===== config.mk =====
export PLATFORM = sky130hd
export DESIGN_NAME = matmul_sequencer
export DESIGN_NICKNAME = d
export VERILOG_FILES = /design/src/rtl/matmul_sequencer.sv
export SDC_FILE = /design/constraint.sdc
export NUM_CORES = 1
export LEC_CHECK = 0
export BUFFER_PORTS_ARGS = -buffer_cell sky130_fd_sc_hd__clkbuf_2
export CAP_MARGIN = 40
export CORE_ASPECT_RATIO = 1.75
export CORE_MARGIN = 5
export CORE_UTILIZATION = 45
export DETAILED_ROUTE_END_ITERATION = 8
export HOLD_SLACK_MARGIN = 0.15
export PLACE_DENSITY = 0.69
export SLEW_MARGIN = 0
export SYNTH_ARGS = -nofsm -noshare
export SYNTH_HDL_FRONTEND = slang
export SYNTH_SLANG_ARGS = --single-unit
export TNS_END_PERCENT = 30

===== constraint.sdc =====
create_clock -name clk -period 9.5 [get_ports clk]
set_input_delay 0.95 -clock clk [delete_from_list [all_inputs] [get_ports clk]]
set_output_delay 0.95 -clock clk [all_outputs]
set_load 0.05 [all_outputs]

===== src/rtl/matmul_sequencer.sv =====
// Sequencer for a 3x3 MAC-array matrix multiplier: holds operands A and B,
// streams the three inner-product steps into the array and captures C = A x B.
module matmul_sequencer #(
    parameter int DW      = 4,
    parameter int ACCW    = 10,
    parameter int MAC_LAT = 1
) (
    input  logic              clk,
    input  logic              rst,
    input  logic              wr_en,
    input  logic              wr_sel,
    input  logic [3:0]        wr_addr,
    input  logic [DW-1:0]     wr_data,
    input  logic              start,
    output logic              busy,
    output logic [DW-1:0]     data_w1,
    output logic [DW-1:0]     data_w2,
    output logic [DW-1:0]     data_w3,
    output logic [DW-1:0]     data_x1,
    output logic [DW-1:0]     data_x2,
    output logic [DW-1:0]     data_x3,
    output logic              load,
    output logic              clear,
    input  logic [9*ACCW-1:0] res_in,
    output logic              res_valid,
    input  logic              res_ready,
    output logic [9*ACCW-1:0] res_data
);

    // state  | meaning
    // IDLE   | accepting operand writes, waiting for start
    // CLR    | clear pulse to the MAC array
    // FEED   | load step k (k_cnt = 0..2) into the array
    // DRAIN  | waiting MAC_LAT cycles for accumulators to settle
    // HOLD   | result presented, waiting for res_ready
    typedef enum logic [2:0] {
        ST_IDLE,
        ST_CLR,
        ST_FEED,
        ST_DRAIN,
        ST_HOLD
    } state_t;

    localparam logic [2:0] DRAIN_INIT = 3'(MAC_LAT - 1);

    state_t            state, state_nxt;
    logic [1:0]        k_cnt, k_nxt;
    logic [2:0]        drain_cnt, drain_nxt;
    logic              busy_nxt, load_nxt, clear_nxt, res_valid_nxt;
    logic [9*ACCW-1:0] res_data_nxt;
    logic              feed_en;
    logic [1:0]        feed_k;
    logic [3:0]        b_row;
    logic [DW-1:0]     w_nxt [3];
    logic [DW-1:0]     x_nxt [3];
    logic [DW-1:0]     a_mem [9];
    logic [DW-1:0]     b_mem [9];

    always_comb begin
        state_nxt     = state;
        k_nxt         = k_cnt;
        drain_nxt     = drain_cnt;
        busy_nxt      = busy;
        clear_nxt     = 1'b0;
        res_valid_nxt = res_valid;
        res_data_nxt  = res_data;
        feed_en       = 1'b0;
        feed_k        = 2'd0;

        case (state)
            ST_IDLE: begin
                if (start) begin
                    state_nxt = ST_CLR;
                    busy_nxt  = 1'b1;
                    clear_nxt = 1'b1;
                end
            end
            ST_CLR: begin
                state_nxt = ST_FEED;
                k_nxt     = 2'd0;
                feed_en   = 1'b1;
                feed_k    = 2'd0;
            end
            ST_FEED: begin
                if (k_cnt == 2'd2) begin
                    state_nxt = ST_DRAIN;
                    drain_nxt = DRAIN_INIT;
                end else begin
                    k_nxt   = k_cnt + 2'd1;
                    feed_en = 1'b1;
                    feed_k  = k_cnt + 2'd1;
                end
            end
            ST_DRAIN: begin
                if (drain_cnt == 3'd0) begin
                    state_nxt     = ST_HOLD;
                    res_valid_nxt = 1'b1;
                    res_data_nxt  = res_in;
                end else begin
                    drain_nxt = drain_cnt - 3'd1;
                end
            end
            ST_HOLD: begin
                if (res_ready) begin
                    state_nxt     = ST_IDLE;
                    res_valid_nxt = 1'b0;
                    busy_nxt      = 1'b0;
                end
            end
            default: begin
                state_nxt = ST_IDLE;
            end
        endcase

        load_nxt = feed_en;

        // Row operand i takes A[i][k]; column operand j takes B[k][j].
        b_row    = ({2'b00, feed_k} << 1) + {2'b00, feed_k};
        w_nxt[0] = feed_en ? a_mem[{2'b00, feed_k}]        : '0;
        w_nxt[1] = feed_en ? a_mem[4'd3 + {2'b00, feed_k}] : '0;
        w_nxt[2] = feed_en ? a_mem[4'd6 + {2'b00, feed_k}] : '0;
        x_nxt[0] = feed_en ? b_mem[b_row]                  : '0;
        x_nxt[1] = feed_en ? b_mem[b_row + 4'd1]           : '0;
        x_nxt[2] = feed_en ? b_mem[b_row + 4'd2]           : '0;
    end

    always_ff @(posedge clk or posedge rst) begin
        if (rst) begin
            state     <= ST_IDLE;
            k_cnt     <= 2'd0;
            drain_cnt <= 3'd0;
            busy      <= 1'b0;
            load      <= 1'b0;
            clear     <= 1'b0;
            res_valid <= 1'b0;
            res_data  <= '0;
            data_w1   <= '0;
            data_w2   <= '0;
            data_w3   <= '0;
            data_x1   <= '0;
            data_x2   <= '0;
            data_x3   <= '0;
        end else begin
            state     <= state_nxt;
            k_cnt     <= k_nxt;
            drain_cnt <= drain_nxt;
            busy      <= busy_nxt;
            load      <= load_nxt;
            clear     <= clear_nxt;
            res_valid <= res_valid_nxt;
            res_data  <= res_data_nxt;
            data_w1   <= w_nxt[0];
            data_w2   <= w_nxt[1];
            data_w3   <= w_nxt[2];
            data_x1   <= x_nxt[0];
            data_x2   <= x_nxt[1];
            data_x3   <= x_nxt[2];
        end
    end

    // Operand storage only changes while idle, so a running multiply sees a fixed A and B.
    always_ff @(posedge clk or posedge rst) begin
        if (rst) begin
            for (int i = 0; i < 9; i++) begin
                a_mem[i] <= '0;
                b_mem[i] <= '0;
            end
        end else if (wr_en && (state == ST_IDLE) && (wr_addr <= 4'd8)) begin
            if (wr_sel) begin
                b_mem[wr_addr] <= wr_data;
            end else begin
                a_mem[wr_addr] <= wr_data;
            end
        end
    end

endmodule


* After elaboration in Yosys (flattened, before gate mapping)
Index checks and enable logic that the tools add are counted.
** Operators by class
- $add $sub $neg :: 7
- $lt $le $gt $ge :: 9
- Equal/unequal tests :: 11
- Multiplexer cells :: 49
- Bitwise operators :: 8
- Reduce and logical (&&, ||, !) cells :: 17
** Operator list (number)
- $bmux 4 s4 :: 6
- $mux 4 :: 19
- $bwmux 36 :: 2
- $ge 5x5->1 const B :: 7
- $not 4->5 :: 5
- $mux 3 :: 6
- $demux 4 s4 :: 1
- $pmux 3 s5 :: 1
- $ne 2x2->1 const B :: 6
- $reduce_and 3->1 :: 3
- $reduce_and 2->1 :: 4
- $reduce_bool 2->1 :: 4
- $eq 3x2->1 const B :: 2
- $logic_not 3->1 :: 2
- $mux 1 :: 6
- $mux 2 :: 3
- $pmux 1 s2 :: 3
- $pmux 3 s2 :: 1
- $lt 5x1->1 const B :: 1
- $not 2->5 :: 1
- $not 3->5 :: 1
- $add 3x2->4 :: 1
- $add 3x2->4 const A :: 1
- $add 4x1->4 const B :: 1
- other kinds (12) :: 14
** Word-level totals
- Bits in registers :: 198
- Bits of input ports :: 104
- Output and inout port bits :: 118
- Logic and storage cells :: 133

* Longest topological paths before layout
Gate-level depths: netlist of run 1.
- Word-level depth :: 10
- Gate-level depth with buffers :: 13
- Depth with buffers taken out :: 9

* Worst setup path after synthesis of run 1
OpenSTA, ideal clock, no wires.
- Kind :: register to register
- From :: register k_cnt[0]
- To :: register data_x3[3]
- Setup time :: 0.122 ns
- Arrival :: 2.893 ns
- Required time :: 9.378 ns
- Path slack :: 6.486 ns
- Cell stages (with the launch flop) :: 13
- Path buffers :: 5
- Clock period less this slack :: 3.014 ns
- Path through :: dfrtp_1 inv_1 ha_1 nor4bb_1 buf_2 buf_2 buf_1 ha_1 clkbuf_1 clkbuf_1 nor2b_1 a21oi_1 a32o_1
** RTL lines
- start, declared :: line 47 : logic [1:0] k_cnt, k_nxt;
- start signal, assigned :: line 145 : k_cnt <= k_nxt;
- end signal, assigned :: line 157 : data_x3 <= x_nxt[2];
- end, declared :: line 21 : output logic [DW-1:0] data_x3,

==> impl_metrics.yaml, run 1 <==
run_status:
  outcome: "complete, no violations"
yosys:
  synth_edf_count: 0
  ys_seq_area_frac: 0.566
  synth-warning-count: 0
  synth-seq-cells: 198
  syn-cell-area_um2: 8750
  synth-async-reset-ratio: 1.00
  avgSynthCellArea_um2: 13.6
  syn_nets: 759
  yosysUniqueCellTypes: 49
  postSynthCellCount: 645
  synth_ff_type: "dfrtp_1"
clocking:
  cts_root_buffer: "clkbuf_16"
  cts_tree: "built"
  htreeDepth: 4
  clock_sink_count: 198
  ctsResizeCount: 0
  post_cts.repair.setup_buffers: 0
  cts_buffer_depth: 2
  clkTransAtPathRegs_ps: 70
  cts_hold_buf: 0
  cts_buffers: 17
  worstSkewPairLatency_ps: 430
run:
  maxCapViolCount: 0
cells_and_area:
  syn2layout_area_growth_pct: 22.4
  design_area_um2: 10700
  mostFrequentLayoutCell: "clkbuf_2"
  diodes: 0
  nNetsFinal: 970
  drive_above_1_share: 0.513
  layout_common_cells: "221 x clkbuf_2, 198 x dfrtp_1, 162 x mux2_2, 34 x nand2_1, 28 x nor2b_1"
  fill_cells: 1600
timing:
  whs_ps: 439
  setup_violations: 0
  fmax_mhz: 293
  fin_crit_ps: 3410
  hold_viol_final: 0
  fin_setup_tns_ps: 0
  finalClockSkew_ps: 11.4
  rsz0062_at_grt: "false"
  maxSlewViolCount: 0
  max_slew_margin: 0.440
  fin_ws_ps: 6090
  post-route-period-util: 0.359
  worst_pin_slew_ps: 839
placed_design:
  pre_cts_ws_ps: 6080
  io_buffers: 221
  gp_congestion: 0.862
  place_area_um2: 10100
  post-dp-hpwl_um: 16500
critical_path:
  worstSetupEndpointType: "flop"
  critical_path_required_ps: 9860
  worst-setup-path-type: "reg2reg"
  cp-start-kind: "flop"
  rr_startpoint: "k_cnt[0]$_DFFE_PP0P_"
  r2r_cells: 9
  r2r-end: "data_x1[0]$_DFF_PP0_"
  cp_max_fo: 33
  critical_path_arrival_ps: 3770
  reg2reg_slack_ps: 6090
global_route:
  grt_pass1_wl_um: 34100
  grt_overflow: 0
  track_usage: 0.195
  grt_max_degree: 117
  antenna_found_initial: 0
  grt_pass1_vias: 6293
route:
  num_vias: 5979
  wire_per_inst_um: 19.6
  route.detailed.drc: 0
  first_pass_iters: 4
  finalWirelength_um: 21700
  antenna_left: 0
  drtIter0Drc: 397
  via_per_inst: 5.39
min_path:
  min_path_type: "in2async"
power:
  power_mw: 4.25
  peakVddDrop_uv: 265
  cellLeakagePower_nw: 5.12
  cellPowerDensity_nw_per_um2: 396
floorplanning:
  dieHeight_um: 194
  die-width_um: 115
  dieArea_um2: 22400
  rows: 67
  core_area_um2: 19200
  start_util: 0.456
  io_pins: 222
[stage by stage]
stage	instances	utilization
after floorplan	645	-
after global placement	1075	0.525
after detailed placement	1078	0.528
after CTS	1109	0.558
after global routing	1109	0.558
final	1109	0.558
[cells in the mapped netlist, types with 4 or more instances]
| library cell | number | share of area |
|---|---|---|
| nand3_1 | 9 | 0.0051 |
| nor2_1 | 14 | 0.0060 |
| a211oi_1 | 9 | 0.0077 |
| mux2_2 | 162 | 0.21 |
| a32o_1 | 6 | 0.0069 |
| inv_1 | 14 | 0.0060 |
| nor2b_1 | 28 | 0.020 |
| buf_2 | 4 | 0.0023 |
| clkbuf_1 | 25 | 0.011 |
| nand2_1 | 34 | 0.015 |
| dfrtp_1 | 198 | 0.57 |
| nor3_4 | 4 | 0.0074 |
| mux4_2 | 12 | 0.031 |
| buf_1 | 6 | 0.0026 |
| a21oi_1 | 15 | 0.0086 |
| nand2b_1 | 4 | 0.0029 |
| nor3_1 | 6 | 0.0034 |
| a2bb2oi_1 | 4 | 0.0040 |
| mux2i_1 | 9 | 0.010 |
| a22o_1 | 9 | 0.0090 |
| o21ai_0 | 16 | 0.0091 |
| nor4_1 | 7 | 0.0050 |
| a311oi_1 | 4 | 0.0040 |
| ha_1 | 10 | 0.014 |
[worst max-delay path by stage]
stage                                    start                    to  slack (ps)  cells after the start
after floorplan                            rst  a_mem[0]$_DFFE_PP0P_        3150                      1
after global placement    k_cnt[0]$_DFFE_PP0P_  data_x1[0]$_DFF_PP0_        6190                      9
after detailed placement  k_cnt[0]$_DFFE_PP0P_  data_x1[0]$_DFF_PP0_        6080                      9
after CTS                 k_cnt[0]$_DFFE_PP0P_  data_x1[0]$_DFF_PP0_        6060                      9
after global routing      k_cnt[0]$_DFFE_PP0P_  data_x1[3]$_DFF_PP0_        5780                      9
final                     k_cnt[0]$_DFFE_PP0P_  data_x1[0]$_DFF_PP0_        6090                      9
[routing by layer]
metal | GRT usage | vias to the layer above | part of all wire
met2 | 0.359 | 209 | 0.54
li1 | - | 2772 | -
met1 | 0.216 | 2961 | 0.36
met4 | 0.0779 | 0 | 0.031
met3 | 0.0373 | 37 | 0.063
met5 | 0 | - | 0
[cells by family after synthesis]
logic type / Yosys count / share of synthesized area
buf+inv: 50 / 0.0229
simple gates: 126 / 0.0841
compound gates: 77 / 0.0620
flops: 198 / 0.566
mux: 183 / 0.250
fa+ha+maj: 10 / 0.0143
xor+xnor: 1 / 0.00100
[state kept, by name, indices dropped and copies added, names as in the netlist, 2 cells and up]
| signal | flops |
|---|---|
| res_data | 90 |
| a_mem | 36 |
| b_mem | 36 |
| data_w1 | 4 |
| data_w2 | 4 |
| data_w3 | 4 |
| data_x1 | 4 |
| data_x2 | 4 |
| data_x3 | 4 |
| drain_cnt | 3 |
| state | 3 |
| k_cnt | 2 |
[power by group]
part           total, mW  leakage (nW)  switching [mW]  internal, mW
Clock              0.711         0.282           0.310         0.401
Combinational       2.15          2.34            1.45         0.700
Sequential          1.38          2.50           0.211          1.17
Total               4.25          5.12            1.97          2.27
[final cells by class]
cell class              instances  area, um2  area share
clock buffers                  20        457      0.0426
clock inverters                11        125      0.0117
well taps                     241        302      0.0281
inverters                      14       60.1     0.00561
flip-flops and latches        198       4950       0.462
repair buffers                228       1200       0.112
multi-input cells             397       3620       0.338
[worst max-delay path, cell delays in order, from the launching register on]
cell      delay (ps)
dfrtp_1          420
inv_1            100
ha_1             490
nor4bb_4         280
buf_4            410
inv_1             80
buf_4            270
ha_1             360
nor4_1           690
a22o_1           250
Power figures use the tool's default switching activity.
==> inputs of run 2 (changes only) <==
Settings changed: PLACE_DENSITY 0.69 to 0.72.
Clock period 9.5 ns to 3 ns, I/O delays scaled along.
==> impl_metrics.yaml, run 2 (synthesis gave the netlist of run 1 again) <==
floorplanning:
  rows: 67
  dieArea_um2: 22400
  die-width_um: 115
  start_util: 0.456
  io_pins: 222
  dieHeight_um: 194
  core_area_um2: 19200
critical_path:
  crit_slowest_cell: "nor3_1"
  critical_path_required_ps: 3360
  critical_path_arrival_ps: 2910
  r2r-end: "data_x3[0]$_DFF_PP0_"
  worstSetupEndpointType: "flop"
  critPathBufInv: 2
  path_cells: "inv_1 -> ha_1 -> nor4bb_4 -> inv_1 -> ha_1 -> xnor2_1 -> or3_1 -> nor3_1 -> a32o_1"
  r2r_cells: 9
  cp_max_fo: 5
  rr_startpoint: "k_cnt[0]$_DFFE_PP0P_"
  slowest_delay_ps: 460
  worst-setup-path-type: "reg2reg"
  crit_start: "k_cnt[0]$_DFFE_PP0P_"
  cpLargestDelayFamily: "simple AND/OR/NAND/NOR gates"
  reg2reg_slack_ps: 450
  cp-start-kind: "flop"
cells_and_area:
  mostFrequentLayoutCell: "clkbuf_2"
  postLayoutCoreUtil: 0.611
  multiInputGateArea_um2: 3620
  fill_cells: 1478
  diodes: 0
  syn2layout_area_growth_pct: 34.1
  drive_above_1_share: 0.470
  nNetsFinal: 1074
  reg_top3: "res_data (90), a_mem (36), b_mem (36)"
  largest_register_ffs: 90
  top_register: "res_data"
  layout_common_cells: "221 x clkbuf_2, 198 x dfrtp_1, 162 x mux2_2, 90 x dlygate4sd3_1, 34 x nand2_1"
  design_area_um2: 11700
  regArea_um2: 4950
power:
  swShare: 0.465
  p_seq_frac: 0.319
  pwr-share-comb: 0.518
  internal_power_mw: 7.33
  peakVddDrop_uv: 830
  power_mw: 13.7
  power.switching_mw: 6.37
  cellLeakagePower_nw: 5.55
  cellPowerDensity_nw_per_um2: 1170
  pwr-share-clk: 0.163
global_route:
  grt_pass1_vias: 6980
  grt_max_degree: 63
  grt_pass1_wl_um: 36900
  track_usage: 0.213
  grt_overflow: 0
  antenna_found_initial: 0
timing:
  finalClockSkew_ps: 7.84
  setup_violations: 0
  hold_viol_final: 0
  maxSlewViolCount: 0
  worst_pin_slew_ps: 749
  fin_crit_ps: 2550
  post-route-period-util: 0.850
  rsz0062_at_grt: "false"
  fin_setup_tns_ps: 0
  fmax_mhz: 392
  fin_ws_ps: 449
  max_slew_margin: 0.499
clocking:
  worstSkewPairLatency_ps: 430
  clkTransAtPathRegs_ps: 70
  cts_tree: "built"
  cts_root_buffer: "clkbuf_16"
  cts_buffer_depth: 2
  post_cts.repair.setup_buffers: 0
  clock_sink_count: 198
  ctsResizeCount: 0
  cts_hold_buf: 90
  htreeDepth: 4
  cts_buffers: 17
route:
  route.detailed.drc: 0
  antenna_left: 0
  via_per_inst: 5.37
  first_pass_iters: 5
  drtIter0Drc: 433
  finalWirelength_um: 23600
  num_vias: 6515
  wire_per_inst_um: 19.4
placed_design:
  io_buffers: 221
  post-dp-hpwl_um: 16600
  place_area_um2: 10300
  gp_congestion: 0.864
  pre_cts_ws_ps: 458
min_path:
  holdPathStages: 2
  min_to: "res_data[83]$_DFFE_PP0P_"
  min_from: "res_in[83]"
  min_path_type: "in2reg"
run_status:
  outcome: "complete, no violations"
run:
  maxCapViolCount: 0
[run 2: changes by cell type in the layout (fill, tap and decap cells not counted)]
cell | before | now
buf_16 | 2 | 0
buf_12 | 0 | 5
buf_4 | 5 | 16
inv_6 | 1 | 2
clkinvlp_4 | 2 | 4
clkinv_2 | 3 | 1
inv_8 | 1 | 0
clkbuf_8 | 2 | 1
clkinv_4 | 3 | 2
clkbuf_1 | 1 | 4
dlygate4sd3_1 | 0 | 90
[run 2: area by class of cell]
cell class / instances / area share
clock buffers: 22 / 0.0387
inverters: 14 / 0.00480
flip-flops and latches: 198 / 0.422
repair buffers: 332 / 0.190
multi-input cells: 397 / 0.308
clock inverters: 10 / 0.0104
well taps: 241 / 0.0257
[run 2: worst max path at each step]
| stage | endpoint | slack (ps) | cells past startpoint |
|---|---|---|---|
| 2_1_floorplan | data_x3[3]$_DFF_PP0_ | -10 | 12 |
| 5_1_grt | data_x3[3]$_DFF_PP0_ | 270 | 9 |
| 6_report | data_x3[0]$_DFF_PP0_ | 450 | 9 |
| 3_3_place_gp | a_mem[2]$_DFFE_PP0P_ | 530 | 4 |
| 4_1_cts | data_x3[0]$_DFF_PP0_ | 420 | 9 |
| 3_5_place_dp | data_x3[1]$_DFF_PP0_ | 460 | 9 |
[run 2: stage by stage]
stage / std cells / hold slack, ps
2_1_floorplan: 645 / 452
4_1_cts: 1214 / 157
5_1_grt: 1214 / 167
3_5_place_dp: 1092 / 260
3_3_place_gp: 1091 / 483
6_report: 1214 / 173
[run 2: power by group through the flow]
stage	Combinational, mW	Sequential [mW]	Clock (mW)
global placement	6.88	4.35	0
finish	7.09	4.38	2.23
CTS	7.11	4.36	2.29
global route	7.49	4.50	2.39
floorplan	2.75	6.82	0
detailed placement	6.98	4.40	0
[run 2: routing by layer]
layer  global-route usage  share of wire  vias up
li1                     -              -     2987
met1                0.218           0.34     3202
met2                0.388           0.54      250
met3               0.0448          0.060       76
met4                0.122          0.053        0
met5                    0              0        -
[run 2: worst reg2reg max path: cells and delay by family (launching register included)]
family	cells	cell delay (ps)
and+or+nand+nor	3	1090
adders and majority gates	2	450
DFF	1	420
AOI/OAI and AO/OA	1	210
buffers and inverters	2	190
xor gates and xnor gates	1	130
